[src/rtl/video_pkg.sv]
// Shared types and constants for the video fetch path: fetch FSM states,
// RGB444 pixel field positions and default SRAM address/data widths.
package video_pkg;

    typedef enum logic [1:0] {
        IDLE  = 2'd0,
        ISSUE = 2'd1,
        DRAIN = 2'd2
    } fetch_state_t;

    localparam int DEF_ADDR_W = 18;
    localparam int DEF_DATA_W = 16;

    // RGB444 packing inside a 16-bit framebuffer word (top nibble unused)
    localparam int RGB_R_MSB = 11;
    localparam int RGB_R_LSB = 8;
    localparam int RGB_G_MSB = 7;
    localparam int RGB_G_LSB = 4;
    localparam int RGB_B_MSB = 3;
    localparam int RGB_B_LSB = 0;

endpackage

[src/rtl/sram_line_fetcher_read_pipe_tracker.sv]
// Tracks SRAM reads in flight: a READ_LATENCY-deep valid pipe whose tail marks
// the edge where ram_din holds valid data, plus a count of reads not yet sampled.
module read_pipe_tracker #(
    parameter int READ_LATENCY = 1,
    parameter int INF_W        = 3
) (
    input  logic             clk,
    input  logic             rst_n,
    input  logic             issue,
    output logic             push,
    output logic [INF_W-1:0] inflight
);

    logic [READ_LATENCY-1:0] valid_reg;
    logic [INF_W-1:0]        count_reg;

    always_ff @(posedge clk or negedge rst_n) begin
        if (!rst_n) begin
            valid_reg <= '0;
            count_reg <= '0;
        end else begin
            for (int i = READ_LATENCY - 1; i > 0; i--) begin
                valid_reg[i] <= valid_reg[i-1];
            end
            valid_reg[0] <= issue;
            count_reg    <= count_reg + INF_W'(issue) - INF_W'(push);
        end
    end

    assign push     = valid_reg[READ_LATENCY-1];
    assign inflight = count_reg;

endmodule

[src/rtl/sram_line_fetcher.sv]
// Scanline prefetcher: reads one framebuffer line from SRAM into the pixel FIFO,
// throttled by FIFO fill level. Define LINE_DOUBLE_EN to fetch each line twice.
module sram_line_fetcher
    import video_pkg::*;
#(
    parameter int                ADDR_W       = DEF_ADDR_W,
    parameter int                DATA_W       = DEF_DATA_W,
    parameter int                LINE_W       = 10,
    parameter int                LINE_WORDS   = 800,
    parameter logic [ADDR_W-1:0] BASE_ADDR    = '0,
    parameter int                READ_LATENCY = 1,
    parameter int                FIFO_AW      = 10,
    parameter int                FIFO_MARGIN  = 4
) (
    input  logic               clk100,
    input  logic               rst_n,
    input  logic               line_req,
    input  logic [LINE_W-1:0]  line_idx,
    output logic               busy,
    output logic               line_done,
    output logic               overrun,
    output logic [ADDR_W-1:0]  ram_addr,
    input  logic [DATA_W-1:0]  ram_din,
    output logic               ram_ce,
    output logic               ram_oe,
    output logic               ram_we,
    output logic               ram_lb,
    output logic               ram_hb,
    output logic [DATA_W-1:0]  fifo_data,
    output logic               fifo_wrreq,
    input  logic [FIFO_AW-1:0] fifo_wrusedw
);

    localparam int CNT_W = $clog2(LINE_WORDS + 1);
    localparam int INF_W = 3;
    localparam logic [FIFO_AW+2:0] ISSUE_LIMIT = (FIFO_AW+3)'(2**FIFO_AW - FIFO_MARGIN);
    localparam logic [CNT_W-1:0]   LAST_WORD   = CNT_W'(LINE_WORDS - 1);

    fetch_state_t      state_reg, state_next;
    logic [ADDR_W-1:0] addr_reg, addr_next;
    logic [CNT_W-1:0]  cnt_reg, cnt_next;
    logic              done_reg, done_next;
    logic              overrun_reg;
    logic [DATA_W-1:0] fifo_data_reg;
    logic              fifo_wrreq_reg;

    logic              issue;
    logic              can_issue;
    logic              push;
    logic [INF_W-1:0]  inflight;
    logic [LINE_W-1:0] eff_line;
    logic [ADDR_W-1:0] line_base;

`ifdef LINE_DOUBLE_EN
    assign eff_line = line_idx >> 1;
`else
    assign eff_line = line_idx;
`endif

    // Multiply at ADDR_W width so the start address wraps modulo the SRAM size
    assign line_base = BASE_ADDR + ADDR_W'(eff_line) * ADDR_W'(LINE_WORDS);

    // Reads still in flight will land in the FIFO, so they count as occupied
    assign can_issue = ({3'b000, fifo_wrusedw} + (FIFO_AW+3)'(inflight)) < ISSUE_LIMIT;
    assign issue     = (state_reg == ISSUE) && can_issue;

    read_pipe_tracker #(
        .READ_LATENCY (READ_LATENCY),
        .INF_W        (INF_W)
    ) u_tracker (
        .clk      (clk100),
        .rst_n    (rst_n),
        .issue    (issue),
        .push     (push),
        .inflight (inflight)
    );

    always_comb begin
        state_next = state_reg;
        addr_next  = addr_reg;
        cnt_next   = cnt_reg;
        done_next  = 1'b0;
        case (state_reg)
            IDLE: begin
                if (line_req) begin
                    addr_next  = line_base;
                    cnt_next   = '0;
                    state_next = ISSUE;
                end
            end
            ISSUE: begin
                if (issue) begin
                    addr_next = addr_reg + 1'b1;
                    cnt_next  = cnt_reg + 1'b1;
                    if (cnt_reg == LAST_WORD) begin
                        state_next = DRAIN;
                    end
                end
            end
            DRAIN: begin
                if (inflight == '0) begin
                    state_next = IDLE;
                    done_next  = 1'b1;
                end
            end
            default: state_next = IDLE;
        endcase
    end

    always_ff @(posedge clk100 or negedge rst_n) begin
        if (!rst_n) begin
            state_reg      <= IDLE;
            addr_reg       <= '0;
            cnt_reg        <= '0;
            done_reg       <= 1'b0;
            overrun_reg    <= 1'b0;
            fifo_data_reg  <= '0;
            fifo_wrreq_reg <= 1'b0;
        end else begin
            state_reg      <= state_next;
            addr_reg       <= addr_next;
            cnt_reg        <= cnt_next;
            done_reg       <= done_next;
            fifo_wrreq_reg <= push;
            if (push) begin
                fifo_data_reg <= ram_din;
            end
            if (line_req && state_reg != IDLE) begin
                overrun_reg <= 1'b1;
            end
        end
    end

    assign busy       = (state_reg != IDLE);
    assign line_done  = done_reg;
    assign overrun    = overrun_reg;
    assign ram_addr   = addr_reg;
    assign ram_ce     = issue;
    assign ram_oe     = issue;
    assign ram_we     = 1'b0;
    assign ram_lb     = 1'b1;
    assign ram_hb     = 1'b1;
    assign fifo_data  = fifo_data_reg;
    assign fifo_wrreq = fifo_wrreq_reg;

endmodule

[config.mk]
export PLATFORM = sky130hd
export DESIGN_NAME = sram_line_fetcher
export DESIGN_NICKNAME = d
export VERILOG_FILES = /design/src/rtl/video_pkg.sv /design/src/rtl/sram_line_fetcher_read_pipe_tracker.sv /design/src/rtl/sram_line_fetcher.sv
export SDC_FILE = /design/constraint.sdc
export NUM_CORES = 1
export LEC_CHECK = 0
export ABC_AREA = 0
export ABC_CLOCK_PERIOD_IN_PS = 2300
export CORE_UTILIZATION = 58
export CTS_BUF_LIST = sky130_fd_sc_hd__clkbuf_8 sky130_fd_sc_hd__clkbuf_16
export DETAILED_ROUTE_END_ITERATION = 7
export DONT_BUFFER_PORTS = 1
export PLACE_DENSITY_LB_ADDON = 0.08
export SETUP_SLACK_MARGIN = 0.05
export SYNTH_ARGS = -nofsm -noshare
export SYNTH_HDL_FRONTEND = slang
export SYNTH_SLANG_ARGS = --single-unit
export TNS_END_PERCENT = 1
[constraint.sdc]
create_clock -name clk100 -period 2.3 [get_ports clk100]
set_input_delay 0 -clock clk100 [delete_from_list [all_inputs] [get_ports clk100]]
set_output_delay 0 -clock clk100 [all_outputs]
set_load 0.005 [all_outputs]
==> Word level (Yosys, flattened, before mapping) <==
Index checks and enable logic that the tools add are counted.
{ "word_totals": {"register_bits": 53, "out_inout_bits": 43, "input_bits": 39} }
{ "classes": {"n_eq_ne": 7, "n_mux": 13, "n_reduce_logical": 8, "order_cmp": 1, "multipliers": 1, "add_sub_neg": 5} }
{ "ops": {"columns": ["cell", "count"], "rows": [
  ["18-bit two-way mux", 2],
  ["18-bit one-hot mux with 2 select lines", 1],
  ["10-bit two-way mux", 2],
  ["10-bit one-hot mux with 2 select lines", 1],
  ["18-bit by 1-bit adder with 18-bit output, second input constant", 1],
  ["10-bit by 5-bit multiplier with 13-bit output, second input constant", 1],
  ["10-bit by 3-bit adder with 11-bit output", 1],
  ["11-bit by 10-bit < comparator with 1-bit output, second input constant", 1],
  ["10-bit by 1-bit adder with 10-bit output, second input constant", 1],
  ["10-bit equality test, second input constant", 1],
  ["2-bit two-way mux", 4],
  ["2-bit one-hot mux with 3 select lines", 1],
  ["2-bit by 1-bit != test with 1-bit output, second input constant", 2],
  ["2-bit != test, second input constant", 2],
  ["4-bit AND reduction", 1],
  ["2-bit nonzero test", 2],
  ["3-bit by 1-bit adder with 3-bit output", 1],
  ["3-bit zero test", 1],
  ["3-bit AND reduction", 1],
  ["3-bit by 1-bit subtractor with 3-bit output", 1],
  ["2-bit by 1-bit equality test with 1-bit output, second input constant", 1],
  ["2-bit equality test, second input constant", 1],
  ["1-bit logical AND", 2],
  ["2-bit zero test", 1],
  ["1-bit two-way mux", 2]
]} }

==> Logic depth before layout (Yosys ltp) <==
{ "depth": {"word_depth": 5, "ltp_mapped": 12, "ltp_nobuf": 12} }

==> Hierarchy <==
A second synthesis with hierarchy kept.
{ "hier_totals": {"cells_unflattened": 343, "area_unflattened_um2": 3518.4} }
{ "by_module_without_submodules": {"columns": ["module", "cells_each", "n_inst", "area_each_um2"], "rows": [
  ["sram_line_fetcher", 331, 1, 3334.4],
  ["read_pipe_tracker", 12, 1, 183.9]
]} }

==> Worst setup path before layout <==
OpenSTA, ideal clock, no wires.
{ "synth_timing": {"kind": "register to register", "startpoint": "register u_tracker.count_reg[2], in the netlist u_tracker.inflight[2]", "endpoint": "register u_tracker.count_reg[2], in the netlist u_tracker.inflight[2]", "arrival_time_ns": 2.418, "setup_time_ns": 0.080, "n_path_buf": 0, "required_time_ns": 2.220, "path_stages_with_launch": 11, "setup_slack_ns": -0.198, "cell_sequence": "dfrtp_1 > ha_1 > a21oi_1 > a211oi_1 > and2_1 > nand2b_1 > inv_1 > ha_1 > fa_1 > xnor2_1 > xnor2_1"} }
{ "synth_via": {"elab_chain_cells": 5} }
{ "synth_rtl": {"columns": ["element", "line_no", "text"], "rows": [
  ["start: declaration", "sram_line_fetcher_read_pipe_tracker.sv:15", "logic [INF_W-1:0] count_reg;"],
  ["start signal: assignment", "sram_line_fetcher_read_pipe_tracker.sv:26", "count_reg <= count_reg + INF_W'(issue) - INF_W'(push);"],
  ["10-bit by 3-bit adder with 11-bit output", "sram_line_fetcher.sv:64", "assign can_issue = ({3'b000, fifo_wrusedw} + (FIFO_AW+3)'(inflight)) < ISSUE_LIMIT;"],
  ["11-bit by 10-bit < comparator with 1-bit output", "sram_line_fetcher.sv:64", null],
  ["1-bit logical AND", "sram_line_fetcher.sv:65", "assign issue = (state_reg == ISSUE) && can_issue;"],
  ["via ram_ce", "sram_line_fetcher.sv:24", "output logic ram_ce,"],
  ["3-bit by 1-bit adder with 3-bit output", "sram_line_fetcher_read_pipe_tracker.sv:26", null],
  ["3-bit by 1-bit subtractor with 3-bit output", "sram_line_fetcher_read_pipe_tracker.sv:26", null]
]} }
The timed path passes the listed nets, and every way through them passes these cells.
A chain may end at the register's enable or synchronous reset.

==> Worst setup path in the final report <==
{ "layout_timing": {"startpoint": "register u_tracker.count_reg[1], in the netlist u_tracker.inflight[1]", "endpoint": "register u_tracker.count_reg[2], in the netlist u_tracker.inflight[2]"} }
{ "layout_via": {"elab_chain_cells": 5} }
{ "layout_rtl": {"columns": ["element", "line_no"], "rows": [
  ["10-bit by 3-bit adder with 11-bit output", "sram_line_fetcher.sv:64"],
  ["11-bit by 10-bit < comparator with 1-bit output", "sram_line_fetcher.sv:64"],
  ["1-bit logical AND", "sram_line_fetcher.sv:65"],
  ["3-bit by 1-bit adder with 3-bit output *", "sram_line_fetcher_read_pipe_tracker.sv:26"],
  ["3-bit by 1-bit subtractor with 3-bit output *", "sram_line_fetcher_read_pipe_tracker.sv:26"]
]} }
Every way passes the cells marked *; elsewhere a longest branch is shown, timed or not.

==> impl_metrics.csv <==
group,metric,value,unit
detailed_routing,routed_via_density,6.00,
global_route,grt_usage,26.8,%
die,dieArea,0.00608,mm²
worst_setup_path,crit_start,"u_tracker.inflight[1]",
pwr,p_seq_share,44.9,%
worst_setup_path,cp_data_required_time,2490,ps
detailed_routing,drt_first_iter_violations,216,
global_route,grt_pass1_vias,2787,
placement,place.gp.congestion,0.905,
clocking,cts_buffers,5,
die,die_x,78.0,µm
cells_and_area,final_nets,464,
logic_synthesis,synth_edf_count,0,
worst_setup_path,timing.rr.start,"u_tracker.inflight[1]",
clocking,path_clk_slew,100,ps
timing,clock_skew,8.22,ps
cells_and_area,final_core_util,74.9,%
global_route,grt_max_degree,54,
die,coreArea,0.00554,mm²
detailed_routing,wl,7.79,mm
cells_and_area,multi_input_area,0.00208,mm²
logic_synthesis,postSynthAreaPerCell,9.79,µm²
pwr,comb_power_share,40.3,%
run_status,outcome,"completed",
placement,io_buffers,0,
timing,period_share,99.8,%
timing,rsz0062_at_grt,"true",
logic_synthesis,ys.flop_type,"dfrtp_1",
pwr,vdd_drop_max,0.462,mV
logic_synthesis,synth_area,0.00335,mm²
global_route,overflow,0,
cells_and_area,n_antenna_cell,0,
die,die_y,78.0,µm
min_path,min_from,"line_idx[3]",
die,initial_core_util,60.4,%
clocking,root_buffer,"clkbuf_8",
clocking,cts_tree,"yes",
timing,fin_ws,4.28,ps
pwr,power_density,847,mW/mm²
timing,post-route-min-period,2300,ps
worst_setup_path,cp-end-kind,"flop",
clocking,htreeDepth,2,
pwr,p_int,2170,µW
cells_and_area,drive_above_1_share,22.8,%
logic_synthesis,synth_warnings,0,
pwr,switching_power,1340,µW
worst_setup_path,critical_path_class,"reg -> reg",
detailed_routing,post_drt_wl_per_cell,17.0,µm
timing,setup_violations,0,
cells_and_area,regArea,0.00133,mm²
timing,drv_slew,0,
cells_and_area,area_growth,24.0,%
pwr,power.share.switching,38.2,%
worst_setup_path,crit_fanout,2,
clocking,clock-sinks,53,
logic_synthesis,synthArstFlopShare,100,%
logic_synthesis,synth.distinct_cells,48,
timing,hold_viol,0,
logic_synthesis,ys_seq_area_share,39.6,%
detailed_routing,firstDrtPassIters,4,
timing,fmax,436,MHz
cells_and_area,fillers,386,
placement,hpwl,5.63,mm
job,max_cap_viol_count,0,
min_path,hold_class,"in -> reg",
clocking,worstSkewPairLatency,300,ps
placement,dp_slack,-63.4,ps
logic_synthesis,ys_ff_latch,53,
worst_setup_path,start_kind,"flop",
clocking,cts_buffer_depth,2,
global_route,grt_pass1_wl,12.8,mm
detailed_routing,vias,2746,
pwr,p_clk_share,14.7,%
worst_setup_path,cp.arrival,2490,ps
die,io_pins,82,
detailed_routing,drc_errors,0,
cells_and_area,largest_reg_flops,18,
pwr,p_leak,0.00181,µW
logic_synthesis,synth_cells,342,
global_route,antenna_found_initial,0,
detailed_routing,ant_nets,0,
die,std_cell_rows,27,
final cells by class:
type                    count  area share [%]
clock inverters             3           0.422
inverters                  28            2.59
flip-flops and latches     53            32.0
well taps                  72            2.17
repair buffers             50            11.0
clock buffers               5            1.66
multi-input cells         247            50.2
metal layers:
layer	GRT usage, %	vias to the layer above	routed length [µm]
met4	7.59	0	168
li1	-	1296	-
met3	6.35	14	624
met1	33.6	1318	3260
met2	46.0	118	3740
met5	0	-	0
cell usage in the layout, fill, tap and decap left out, types with 3 or more instances in the layout:
cell,n
nand2_1,21
o21ai_1,4
buf_4,26
o21ai_0,12
conb_1,3
nand3_1,12
xnor2_1,13
inv_1,23
nor2_1,22
nand4_1,7
nand2b_1,3
ha_1,22
inv_2,5
mux2_2,16
a21oi_2,3
o211ai_1,3
o22ai_1,5
dfrtp_1,53
a21o_1,3
ha_4,12
a22o_1,6
dlygate4sd3_1,20
a21oi_1,23
xor2_1,6
and3_1,3
fa_1,5
nor3_1,8
clkbuf_8,5
buf_6,3
critical path: stages (launching register included):
cell      delay (ps)
dfrtp_1          420
ha_4             300
a31oi_4           70
a211oi_2         280
and2_4           190
nand2b_4         130
inv_4             40
ha_4             140
fa_2             350
xnor2_2          140
xnor2_1          120
cells in the mapped netlist, drive strengths merged, types with 2 or more instances:
library cell   n  area (µm²)
nand4          7        43.8
nor2b          2        12.5
a22o           6        52.6
a31o           2        17.5
inv           28         105
nor3           9        45.0
and3           3        18.8
a21oi         26         130
ha            34         425
o22ai          5        31.3
clkbuf         5        18.8
buf           10        62.6
nor2          23        86.3
mux2i          2        20.0
mux2          16         180
and2           2        12.5
a31oi          3        18.8
xor2           6        52.6
conb           2        7.51
o211ai         3        22.5
nand2b         4        25.0
xnor2         14         123
o21ai         16        80.1
a21o           3        22.5
a211oi         2        15.0
nand2         21        78.8
dfrtp         53        1330
nand3         14        70.1
fa             6         120
through the flow:
| step | power (µW) | instances | setup TNS, ps | cell area (µm²) | hold WS, ps |
|---|---|---|---|---|---|
| after floorplan | 2450 | 343 | 0 | 3500 | -296 |
| after global placement | 2770 | 421 | -53.0 | 3670 | -295 |
| after detailed placement | 2820 | 421 | -93.4 | 3670 | -295 |
| after CTS | 3460 | 455 | 0 | 4060 | 37.2 |
| after global routing | 3790 | 458 | -128 | 4150 | 39.7 |
| final | 3510 | 458 | 0 | 4150 | 33.3 |
worst paths after layout:
| check | end | slack (ps) | depth (start not counted) |
|---|---|---|---|
| setup / recovery | u_tracker.inflight[2] | 4 | 10 |
| hold / removal | ram_addr[8] | 30 | 3 |
| setup reg to reg | u_tracker.inflight[2] | 4 | 10 |
| hold reg to reg | overrun | 500 | 1 |
| max in group asynchronous | ram_addr[17] | 1860 | 2 |
| min in group asynchronous | ram_addr[0] | 210 | 2 |
cells by family (layout without fill, tap and decap cells):
kind of cell	Yosys count	count (layout)	synth area share (%)
mux	18	18	5.98
buf+inv	43	86	5.57
xor+xnor	20	20	5.23
other cells	2	3	0.224
fa+ha+maj	40	40	16.3
simple gates	92	92	13.3
flops	53	53	39.6
compound gates	74	74	13.8
power by group through the flow:
stage	sequential, µW	combinational (µW)	clock [µW]
finish	1580	1420	517
global route	1620	1600	568
CTS	1570	1360	530
detailed placement	1580	1240	0
global placement	1570	1200	0
floorplan	1480	976	0
what timing repair did:
item	in CTS	in global routing
gates cloned	0	0
pin swaps	6	11
endpoints found under the setup margin	1	25
gates resized for setup	4	17
hold buffers	21	0
setup buffers	5	3
endpoints found under the hold margin	74	0
Power figures use the tool's default switching activity.
